[config.mk]
export PLATFORM = sky130hd
export DESIGN_NAME = spectrum_frame_gen
export DESIGN_NICKNAME = d
export VERILOG_FILES = /design/src/rtl/spectrum_frame_gen_pkg.sv /design/src/rtl/spectrum_frame_gen_sat_add.sv /design/src/rtl/spectrum_frame_gen.sv
export SDC_FILE = /design/constraint.sdc
export NUM_CORES = 1
export LEC_CHECK = 0
export BUFFER_PORTS_ARGS = -buffer_cell sky130_fd_sc_hd__buf_2
export CORE_MARGIN = 1
export CORE_UTILIZATION = 60
export CTS_CLUSTER_DIAMETER = 80
export DETAILED_ROUTE_END_ITERATION = 8
export PLACE_DENSITY = 0.83
export SYNTH_ARGS = -nofsm -noshare
export SYNTH_HDL_FRONTEND = slang
export SYNTH_SLANG_ARGS = --single-unit
[constraint.sdc]
create_clock -name clk -period 18.29 [get_ports clk]
set_clock_uncertainty 0.15 [all_clocks]
set_input_delay 3.658 -clock clk [delete_from_list [all_inputs] [get_ports clk]]
set_output_delay 3.658 -clock clk [all_outputs]
set_load 0.03 [all_outputs]
[src/rtl/spectrum_frame_gen_pkg.sv]
// Shared constants and types for the spectrum frame generator.
package spectrum_frame_gen_pkg;

   localparam int unsigned SFG_NFFT_LOG2 = 10;
   localparam int unsigned SFG_N         = 1 << SFG_NFFT_LOG2;
   localparam int unsigned SFG_DW        = 24;

   localparam logic signed [SFG_DW-1:0] SFG_MAX = {1'b0, {(SFG_DW-1){1'b1}}};
   localparam logic signed [SFG_DW-1:0] SFG_MIN = {1'b1, {(SFG_DW-1){1'b0}}};

   typedef enum logic [1:0] {
      IDLE   = 2'd0,
      STREAM = 2'd1,
      DONE   = 2'd2
   } state_e;

endpackage

[src/rtl/spectrum_frame_gen_sat_add.sv]
// Saturating add of two signed values, each optionally negated (saturating) first.
module spec_sat_add
   import spectrum_frame_gen_pkg::*;
#(
   parameter int unsigned DW = SFG_DW
) (
   input  logic signed [DW-1:0] a_i,
   input  logic signed [DW-1:0] b_i,
   input  logic                 neg_a_i,
   input  logic                 neg_b_i,
   output logic signed [DW-1:0] sum_o
);

   localparam logic signed [DW-1:0] MAXV = {1'b0, {(DW-1){1'b1}}};
   localparam logic signed [DW-1:0] MINV = {1'b1, {(DW-1){1'b0}}};

   function automatic logic signed [DW-1:0] sat_neg(input logic signed [DW-1:0] v);
      return (v == MINV) ? MAXV : -v;
   endfunction

   logic signed [DW-1:0] a_s;
   logic signed [DW-1:0] b_s;
   logic signed [DW:0]   wide;

   // Negate operands on request, add one bit wider, clamp on overflow.
   always_comb begin
      a_s  = neg_a_i ? sat_neg(a_i) : a_i;
      b_s  = neg_b_i ? sat_neg(b_i) : b_i;
      wide = {a_s[DW-1], a_s} + {b_s[DW-1], b_s};
      unique case (wide[DW -: 2])
         2'b01:   sum_o = MAXV;
         2'b10:   sum_o = MINV;
         default: sum_o = wide[DW-1:0];
      endcase
   end

endmodule

[src/rtl/spectrum_frame_gen.sv]
// Builds a Hermitian-symmetric spectrum frame from two tones and streams it over AXI-Stream.
module spectrum_frame_gen
   import spectrum_frame_gen_pkg::*;
#(
   parameter int unsigned NFFT_LOG2 = SFG_NFFT_LOG2,
   parameter int unsigned DW        = SFG_DW
) (
   input  logic                  clk,
   input  logic                  reset_n,
   input  logic                  cfg_valid,
   output logic                  cfg_ready,
   input  logic [NFFT_LOG2-1:0]  cfg_bin0,
   input  logic signed [DW-1:0]  cfg_re0,
   input  logic signed [DW-1:0]  cfg_im0,
   input  logic                  cfg_en1,
   input  logic [NFFT_LOG2-1:0]  cfg_bin1,
   input  logic signed [DW-1:0]  cfg_re1,
   input  logic signed [DW-1:0]  cfg_im1,
   output logic [2*DW-1:0]       m_axis_data_tdata,
   output logic                  m_axis_data_tvalid,
   input  logic                  m_axis_data_tready,
   output logic                  m_axis_data_tlast,
   output logic [15:0]           m_axis_data_tuser,
   output logic                  busy,
   output logic                  frame_done
);

   localparam int unsigned          NPTS     = 1 << NFFT_LOG2;
   localparam logic [NFFT_LOG2-1:0] HALF_BIN = NFFT_LOG2'(NPTS / 2);
   localparam logic [NFFT_LOG2-1:0] LAST_IDX = NFFT_LOG2'(NPTS - 1);

   state_e                 state_q, state_d;
   logic [NFFT_LOG2-1:0]   idx_q, idx_d;
   logic                   tvalid_q, tvalid_d;
   logic                   tlast_q, tlast_d;
   logic [2*DW-1:0]        tdata_q, tdata_d;
   logic                   busy_q, busy_d;
   logic                   done_q, done_d;
   logic                   ready_q, ready_d;
   logic [NFFT_LOG2-1:0]   bin0_q, bin0_d, bin1_q, bin1_d;
   logic signed [DW-1:0]   re0_q, re0_d, im0_q, im0_d, re1_q, re1_d, im1_q, im1_d;
   logic                   en1_q, en1_d;

   logic [NFFT_LOG2-1:0]   s_idx, s_bin0, s_bin1;
   logic signed [DW-1:0]   s_re0, s_im0, s_re1, s_im1;
   logic                   s_en1;
   logic                   edge0, edge1, hit0, hit1, cj0, cj1;
   logic signed [DW-1:0]   c_re0, c_im0, c_re1, c_im1;
   logic signed [DW-1:0]   sum_re_c, sum_im_c;

   // Tone source: live cfg for index 0 on acceptance, latched copy for the next index while streaming.
   always_comb begin
      if (state_q == IDLE) begin
         s_idx  = '0;
         s_bin0 = cfg_bin0;
         s_re0  = cfg_re0;
         s_im0  = cfg_im0;
         s_en1  = cfg_en1;
         s_bin1 = cfg_bin1;
         s_re1  = cfg_re1;
         s_im1  = cfg_im1;
      end else begin
         s_idx  = idx_q + NFFT_LOG2'(1);
         s_bin0 = bin0_q;
         s_re0  = re0_q;
         s_im0  = im0_q;
         s_en1  = en1_q;
         s_bin1 = bin1_q;
         s_re1  = re1_q;
         s_im1  = im1_q;
      end
   end

   // Bin match: direct hit at bin, conjugate at N-bin; DC and Nyquist bins are real-only.
   always_comb begin
      edge0 = (s_bin0 == '0) || (s_bin0 == HALF_BIN);
      edge1 = (s_bin1 == '0) || (s_bin1 == HALF_BIN);
      hit0  = (s_idx == s_bin0);
      hit1  = s_en1 && (s_idx == s_bin1);
      cj0   = !edge0 && (s_idx == NFFT_LOG2'(NPTS - 32'(s_bin0)));
      cj1   = s_en1 && !edge1 && (s_idx == NFFT_LOG2'(NPTS - 32'(s_bin1)));
      c_re0 = (hit0 || cj0) ? s_re0 : '0;
      c_im0 = (cj0 || (hit0 && !edge0)) ? s_im0 : '0;
      c_re1 = (hit1 || cj1) ? s_re1 : '0;
      c_im1 = (cj1 || (hit1 && !edge1)) ? s_im1 : '0;
   end

   spec_sat_add #(.DW(DW)) u_add_re (
      .a_i     (c_re0),
      .b_i     (c_re1),
      .neg_a_i (1'b0),
      .neg_b_i (1'b0),
      .sum_o   (sum_re_c)
   );

   spec_sat_add #(.DW(DW)) u_add_im (
      .a_i     (c_im0),
      .b_i     (c_im1),
      .neg_a_i (cj0),
      .neg_b_i (cj1),
      .sum_o   (sum_im_c)
   );

   // Next-state: accept descriptor in IDLE, advance index on handshake, pulse done.
   always_comb begin
      state_d  = state_q;
      idx_d    = idx_q;
      tvalid_d = tvalid_q;
      tlast_d  = tlast_q;
      tdata_d  = tdata_q;
      bin0_d   = bin0_q;
      re0_d    = re0_q;
      im0_d    = im0_q;
      en1_d    = en1_q;
      bin1_d   = bin1_q;
      re1_d    = re1_q;
      im1_d    = im1_q;
      unique case (state_q)
         IDLE: begin
            if (cfg_valid) begin
               bin0_d   = cfg_bin0;
               re0_d    = cfg_re0;
               im0_d    = cfg_im0;
               en1_d    = cfg_en1;
               bin1_d   = cfg_bin1;
               re1_d    = cfg_re1;
               im1_d    = cfg_im1;
               idx_d    = '0;
               tvalid_d = 1'b1;
               tlast_d  = 1'b0;
               tdata_d  = {sum_im_c, sum_re_c};
               state_d  = STREAM;
            end
         end
         STREAM: begin
            if (tvalid_q && m_axis_data_tready) begin
               if (idx_q == LAST_IDX) begin
                  idx_d    = '0;
                  tvalid_d = 1'b0;
                  tlast_d  = 1'b0;
                  tdata_d  = '0;
                  state_d  = DONE;
               end else begin
                  idx_d   = s_idx;
                  tlast_d = (s_idx == LAST_IDX);
                  tdata_d = {sum_im_c, sum_re_c};
               end
            end
         end
         DONE:    state_d = IDLE;
         default: state_d = IDLE;
      endcase
      busy_d  = (state_d == STREAM);
      done_d  = (state_d == DONE);
      ready_d = (state_d == IDLE);
   end

   // State, descriptor latch and output register with synchronous active-low reset.
   always_ff @(posedge clk) begin
      if (!reset_n) begin
         state_q  <= IDLE;
         idx_q    <= '0;
         tvalid_q <= 1'b0;
         tlast_q  <= 1'b0;
         tdata_q  <= '0;
         busy_q   <= 1'b0;
         done_q   <= 1'b0;
         ready_q  <= 1'b1;
         bin0_q   <= '0;
         re0_q    <= '0;
         im0_q    <= '0;
         en1_q    <= 1'b0;
         bin1_q   <= '0;
         re1_q    <= '0;
         im1_q    <= '0;
      end else begin
         state_q  <= state_d;
         idx_q    <= idx_d;
         tvalid_q <= tvalid_d;
         tlast_q  <= tlast_d;
         tdata_q  <= tdata_d;
         busy_q   <= busy_d;
         done_q   <= done_d;
         ready_q  <= ready_d;
         bin0_q   <= bin0_d;
         re0_q    <= re0_d;
         im0_q    <= im0_d;
         en1_q    <= en1_d;
         bin1_q   <= bin1_d;
         re1_q    <= re1_d;
         im1_q    <= im1_d;
      end
   end

   assign cfg_ready          = ready_q;
   assign busy               = busy_q;
   assign frame_done         = done_q;
   assign m_axis_data_tvalid = tvalid_q;
   assign m_axis_data_tlast  = tlast_q;
   assign m_axis_data_tdata  = tdata_q;
   assign m_axis_data_tuser  = 16'(idx_q);

endmodule

* Yosys cells after proc, flatten, opt, wreduce, memory -nomap -nowiden
Index checks and enable logic that the tools add are counted.
** Word-level totals
- Register bits :: 182
- Input bits :: 121
- Output and inout bits :: 69
- Logic and storage cells :: 103
** Operators by class
- Add/subtract/negate cells :: 7
- Equal/unequal tests :: 20
- Muxes and demuxes :: 38
- Reduce and logical (&&, ||, !) cells :: 23
** Operators with widths (number)
- 24-bit two-way mux :: 12
- 48-bit two-way mux :: 3
- 24-bit one-hot mux with 2 select lines :: 2
- 48-bit one-hot mux with 2 select lines :: 1
- 10-bit two-way mux :: 6
- 24-bit by 24-bit adder with 25-bit output :: 2
- 24-bit equality test, second input constant :: 2
- 24-bit negation :: 2
- 10-bit equality test :: 4
- 10-bit equality test, second input constant :: 4
- 10-bit zero test :: 2
- 10-bit one-hot mux with 2 select lines :: 1
- 1-bit by 10-bit subtractor with 10-bit output, first input constant :: 2
- 10-bit by 1-bit adder with 10-bit output, second input constant :: 1
- 2-bit by 1-bit equality test with 1-bit output, second input constant :: 4
- 1-bit logical AND :: 7
- 1-bit two-way mux :: 7
- 2-bit equality test, second input constant :: 3
- 1-bit logical OR :: 6
- 2-bit two-way mux :: 3
- 2-bit inequality test, second input constant :: 3
- 2-bit zero test :: 2
- 1-bit one-hot mux with 2 select lines :: 2
- 2-bit one-hot mux with 2 select lines :: 1
- 5 further kinds :: 6

* Depth between registers and ports, before layout
- Depth in word-level cells :: 18
- Depth in mapped cells :: 42
- Gate-level depth less buffers :: 35

* Cells and area by module
From an unflattened synthesis, not the netlist that was laid out.
** Unflattened totals
- Cell total of the unflattened synthesis :: 2223
- Area total of the unflattened synthesis :: 15673.8 µm²
** By module, submodules not included
- spectrum_frame_gen :: times used 1, cells each 1281, area an instance 9745.6 µm², seq. area each 3643.5 µm²
- spec_sat_add :: times used 2, cells each 471, area an instance 2964.1 µm², seq. area each 0.0 µm²

* Least setup slack after synthesis
Ideal clock, no wire load.
- Path kind :: input to register
- From :: input cfg_bin0[0]
- To :: register tdata_q[34] (netlist: m_axis_data_tdata[34])
- Library setup time :: 70 ps
- Arrival time :: 10662 ps
- Required time :: 18070 ps
- Setup slack :: 7408 ps
- Stages on the path :: 37
- Buffers on the path :: 3
- Path through :: or4_1 -> o31a_1 -> a211o_1 -> nor2_4 -> o21ai_0 -> nor2_1 -> ha_1 -> xnor2_1 -> a2111oi_0 -> and3_1 -> nand3_2 -> clkbuf_1 -> a21o_1 -> ha_1 -> nor2b_1 -> nand3_1 -> nor2_1 -> nand2_1 -> or3_1 -> buf_2 -> nand3_1 -> ha_1 -> a211oi_1 -> o21ai_0 -> a31oi_1 -> o31a_1 -> nand2_1 -> a41oi_1 -> a21oi_1 -> xnor2_1 -> inv_1 -> ha_1 -> inv_1 -> nor2_1 -> clkbuf_1 -> nand2_1 -> a21oi_1
** On the way
- Cells in the longest elaborated chain, start to end :: 16
- Elaborated cells on any way between the ends :: 24
- Classes of those cells :: add/sub: 3; eq/ne: 6; mux: 9; reduce/logical: 6
** Ends and longest elaborated chain
- start: declaration :: RTL line spectrum_frame_gen.sv:12 : input logic [NFFT_LOG2-1:0] cfg_bin0,
- 10-bit two-way mux * :: RTL line spectrum_frame_gen.sv:53 : if (state_q == IDLE) begin
- branches (longest 8 deep; another with 24-bit negation)
- 24-bit two-way mux * :: RTL line spectrum_frame_gen_sat_add.sv:27 : a_s = neg_a_i ? sat_neg(a_i) : a_i;
- 24-bit by 24-bit adder with 25-bit output * :: RTL line spectrum_frame_gen_sat_add.sv:29 : wide = {a_s[DW-1], a_s} + {b_s[DW-1], b_s};
- 2-bit equality test / 2-bit by 1-bit equality test with 1-bit output (equally long branches) :: RTL line spectrum_frame_gen_sat_add.sv:30 : unique case (wide[DW -: 2])
- 24-bit one-hot mux with 2 select lines * :: RTL line spectrum_frame_gen_sat_add.sv:30
- 48-bit two-way mux :: RTL line spectrum_frame_gen.sv:137 : if (idx_q == LAST_IDX) begin
- 48-bit two-way mux :: RTL line spectrum_frame_gen.sv:136 : if (tvalid_q && m_axis_data_tready) begin
- 48-bit one-hot mux with 2 select lines * :: RTL line spectrum_frame_gen.sv:118 : unique case (state_q)
- end signal: assignment :: RTL line spectrum_frame_gen.sv:181 : tdata_q <= tdata_d;
- end: declaration :: RTL line spectrum_frame_gen.sv:36 : logic [2*DW-1:0] tdata_q, tdata_d;
Mark *: on every way between the ends. The select of a mux whose other input is x is not followed.
A chain may end at the register's enable or synchronous reset.

* Worst setup path after layout
- From :: input cfg_bin1[0]
- To :: register tdata_q[39] (netlist: m_axis_data_tdata[39])
** On the way
- Cells in the longest elaborated chain, start to end :: 17
- Elaborated cells on any way between the ends :: 26
- Classes of those cells :: add/sub: 3; eq/ne: 6; mux: 9; reduce/logical: 8
** Ends and longest elaborated chain
- start: declaration :: RTL line spectrum_frame_gen.sv:16 : input logic [NFFT_LOG2-1:0] cfg_bin1,
- 10-bit two-way mux * :: RTL line spectrum_frame_gen.sv:53
- branches (longest 9 deep; another with 24-bit negation)
- 24-bit two-way mux * :: RTL line spectrum_frame_gen_sat_add.sv:28 : b_s = neg_b_i ? sat_neg(b_i) : b_i;
- 24-bit by 24-bit adder with 25-bit output * :: RTL line spectrum_frame_gen_sat_add.sv:29
- 2-bit equality test / 2-bit by 1-bit equality test with 1-bit output (equally long branches) :: RTL line spectrum_frame_gen_sat_add.sv:30
- 24-bit one-hot mux with 2 select lines * :: RTL line spectrum_frame_gen_sat_add.sv:30
- 48-bit two-way mux :: RTL line spectrum_frame_gen.sv:137
- 48-bit two-way mux :: RTL line spectrum_frame_gen.sv:136
- 48-bit one-hot mux with 2 select lines * :: RTL line spectrum_frame_gen.sv:118
Marked as above.

==> reports/results.ini <==
[run_status]
outcome = complete, no violations

[detailed_routing]
drt_iter0_drc = 1121
vias_per_cell = 6.09
num_vias = 13900
drt_wl_total_um = 39700
wl_per_cell_um = 17.4
drc = 0
ant_nets = 0
dr.pass1.iters = 6

[global_route]
grt.met2_usage = 0.588
gr-usage-met3 = 0.0658
grt_pass1_wl_um = 62500
grt_use_met1 = 0.421
grt_antenna_before_repair = 4
top_usage_layer = met2
grt_pass1_vias = 12700
grt_usage = 0.348
grt-ovfl-total = 0
grt_max_degree = 136

[final_layout]
drive_above_1_share = 0.129
stdcell_count = 2283
seq_area_sq_mm = 0.00364
stdcell_area_sq_mm = 0.0147
multi_input_area_sq_mm = 0.00897
area_growth_pct = 11.2
fill_cells = 1899
nets = 2171

[worst_setup_path]
worstSetupPathType = in2reg
crit_family = simple AND/OR/NAND/NOR gates
required_ps = 18520
crit_path_start = cfg_bin1[0]
startpoint_type = primary input
cp_common_cell = ha_1
critPathCaptureType = register
path_buf_inv = 4
crit_path_max_incr_delay_ps = 820
rr_startpoint = state_q[0]
crit_arrival_ps = 12750
cp_slowest_cell = nor3_2
worstPathMaxFanout = 50

[floorplanning]
num_io_pins = 190
core_sq_mm = 0.0213
start_util = 0.621
fp.dieW_um = 150
dieHeight_um = 150
rows = 53
dieArea_sq_mm = 0.0226

[sta]
fmax_mhz = 79.9
period_needed_ps = 12520
worstMarginPinSlew_ps = 1110
fin_crit_sh = 0.685
holdWs_ps = 306
setup_viol = 0
fin_setup_tns_ps = 0
rsz0062_at_grt = false
maxSlewViolCount = 0
hold_violations = 0
max-slew-margin-rel = 0.263

[place]
dp.cells = 2247
detailed_place.area_sq_mm = 0.0141
place_congestion = 0.934
io_buffers = 183
dpl.hpwl_um = 28100

[cts]
clk_latency_ps = 460
post_cts_resize_count = 0
cts_made_buffers = 17
cts_tree = done
cts_sinks = 182
clockBufferDepth = 2
holdBufCountCts = 0
post_cts_buffers = 0
htree_levels = 4
root_buffer = clkbuf_16
clk_pin_slew_ps = 80

[logic_synthesis]
synth_compound_area_frac = 0.238
synth_fa_ha_area_frac = 0.0570
synth_top_family_by_area = simple AND/OR/NAND/NOR gates
synth_top_area_frac = 0.276
synth_xor_area_frac = 0.0608
synth_edf_count = 0
synth_top_area_cell = dfxtp_1
yosys-top-cells-area = dfxtp_1 28%, nand2_1 13%, a21oi_1 12%
synth.avg_cell_area_sq_um = 6.97
synth_warnings = 0
synth_ff_type = dfxtp_1
synth.area.mux_share = 0.0395
synth-seq-cells = 182
netlist_area_sq_mm = 0.0132
synth_cell_type_count = 82
yosysSeqAreaShare = 0.276
synthCells = 1895
async_flop_share = 0
synth_simple_gate_area_frac = 0.281

[power_and_ir_drop]
powerDensity_mw_per_mm2 = 67.9
p_switching_w = 0.000336
comb_power_share = 0.174
leakagePower_nw = 6.38
p_int_w = 0.000662
power_frac_clock = 0.396
p_total_w = 0.000998
pwr-share-seq = 0.430
switching_share = 0.337
peakVddDrop_v = 0.0000659

[hold_path]
min_from = m_axis_data_tdata[47]
hold_class = reg2reg

[job]
cap_violations = 0

[per-layer routing]
metal / part of all wire / vias to the layer above
li1: - / 6787
met1: 0.41 / 6477
met2: 0.47 / 519
met3: 0.073 / 114
met4: 0.044 / 2
met5: 0.00038 / -
[flip-flops by register name, summed over array words and instances (netlist names)]
signal	count
cfg_ready	1
m_axis_data_tdata	48
busy	1
re1_q	24
im0_q	24
frame_done	1
m_axis_data_tvalid	1
state_q	2
re0_q	24
m_axis_data_tlast	1
en1_q	1
bin0_q	10
idx_q	10
im1_q	24
bin1_q	10
[cells in the final DEF (no fill, tap or decap), types with 9 or more instances in the layout]
| cell type | instances |
|---|---|
| a21o_1 | 25 |
| a21oi_1 | 316 |
| a31oi_1 | 16 |
| and3_1 | 16 |
| buf_2 | 183 |
| buf_4 | 9 |
| clkbuf_16 | 17 |
| dfxtp_1 | 182 |
| ha_1 | 57 |
| inv_1 | 23 |
| mux2i_1 | 51 |
| nand2_1 | 453 |
| nand2b_1 | 17 |
| nand3_1 | 29 |
| nor2_1 | 163 |
| nor2b_1 | 17 |
| nor3_1 | 49 |
| nor3b_2 | 9 |
| o211ai_1 | 14 |
| o21a_1 | 12 |
| o21ai_0 | 65 |
| o22a_1 | 14 |
| or3_1 | 23 |
| xnor2_1 | 47 |
| xor2_1 | 37 |
[Yosys cell counts, types with 24 or more instances]
| library cell | count |
|---|---|
| nand2_1 | 454 |
| a21oi_1 | 316 |
| dfxtp_1 | 182 |
| nor2_1 | 164 |
| clkbuf_1 | 78 |
| o21ai_0 | 65 |
| ha_1 | 57 |
| mux2i_1 | 51 |
| nor3_1 | 49 |
| xnor2_1 | 47 |
| xor2_1 | 37 |
| nand3_1 | 29 |
| a21o_1 | 25 |
| inv_1 | 24 |
[path summary, 6_finish.rpt]
path,end,slack (ps),cells after the start
setup / recovery,m_axis_data_tdata[39],5770,35
hold reg to reg,m_axis_data_tdata[47],310,2
hold / removal,m_axis_data_tdata[47],310,2
setup reg to reg,m_axis_data_tdata[39],8030,32
[worst register-to-register path, delay by kind of cell (launching register included)]
| family | cells | cell delay (ps) |
|---|---|---|
| AOI/OAI and AO/OA | 8 | 1850 |
| xor gates and xnor gates | 2 | 620 |
| adders and majority gates | 3 | 1040 |
| buffers and inverters | 3 | 810 |
| DFF | 1 | 530 |
| and+or+nand+nor | 16 | 5220 |
[power by group through the flow]
stage,clock [W],combinational [W],sequential [W]
finish,0.000395,0.000174,0.000429
global route,0.000412,0.000190,0.000431
CTS,0.000395,0.000171,0.000429
detailed placement,0,0.000170,0.000438
global placement,0,0.000167,0.000437
floorplan,0,0.000116,0.000441
[cell type report]
cell class                 instances  share of cell area
timing repair buffer             193              0.0683
inverter                          24             0.00630
antenna                            4            0.000681
clock buffer                      17              0.0289
multi-input combinational       1573               0.611
clock inverter                    15              0.0140
tap                              275              0.0234
sequential                       182               0.248
[cell families (layout without fill, tap and decap cells)]
family | after synthesis | count (layout)
AOI/OAI and AO/OA | 536 | 536
xor gates and xnor gates | 87 | 87
adders and majority gates | 59 | 59
buffers and inverters | 145 | 249
DFF | 182 | 182
muxes | 52 | 52
other | 1 | 10
and+or+nand+nor | 833 | 833
[through the flow]
stage	worst slack, ps	util
6_report	5770	0.691
5_1_grt	4910	0.690
4_1_cts	5960	0.690
3_5_place_dp	5560	0.660
3_3_place_gp	5870	0.660
2_1_floorplan	7410	-
Power figures use the tool's default switching activity.
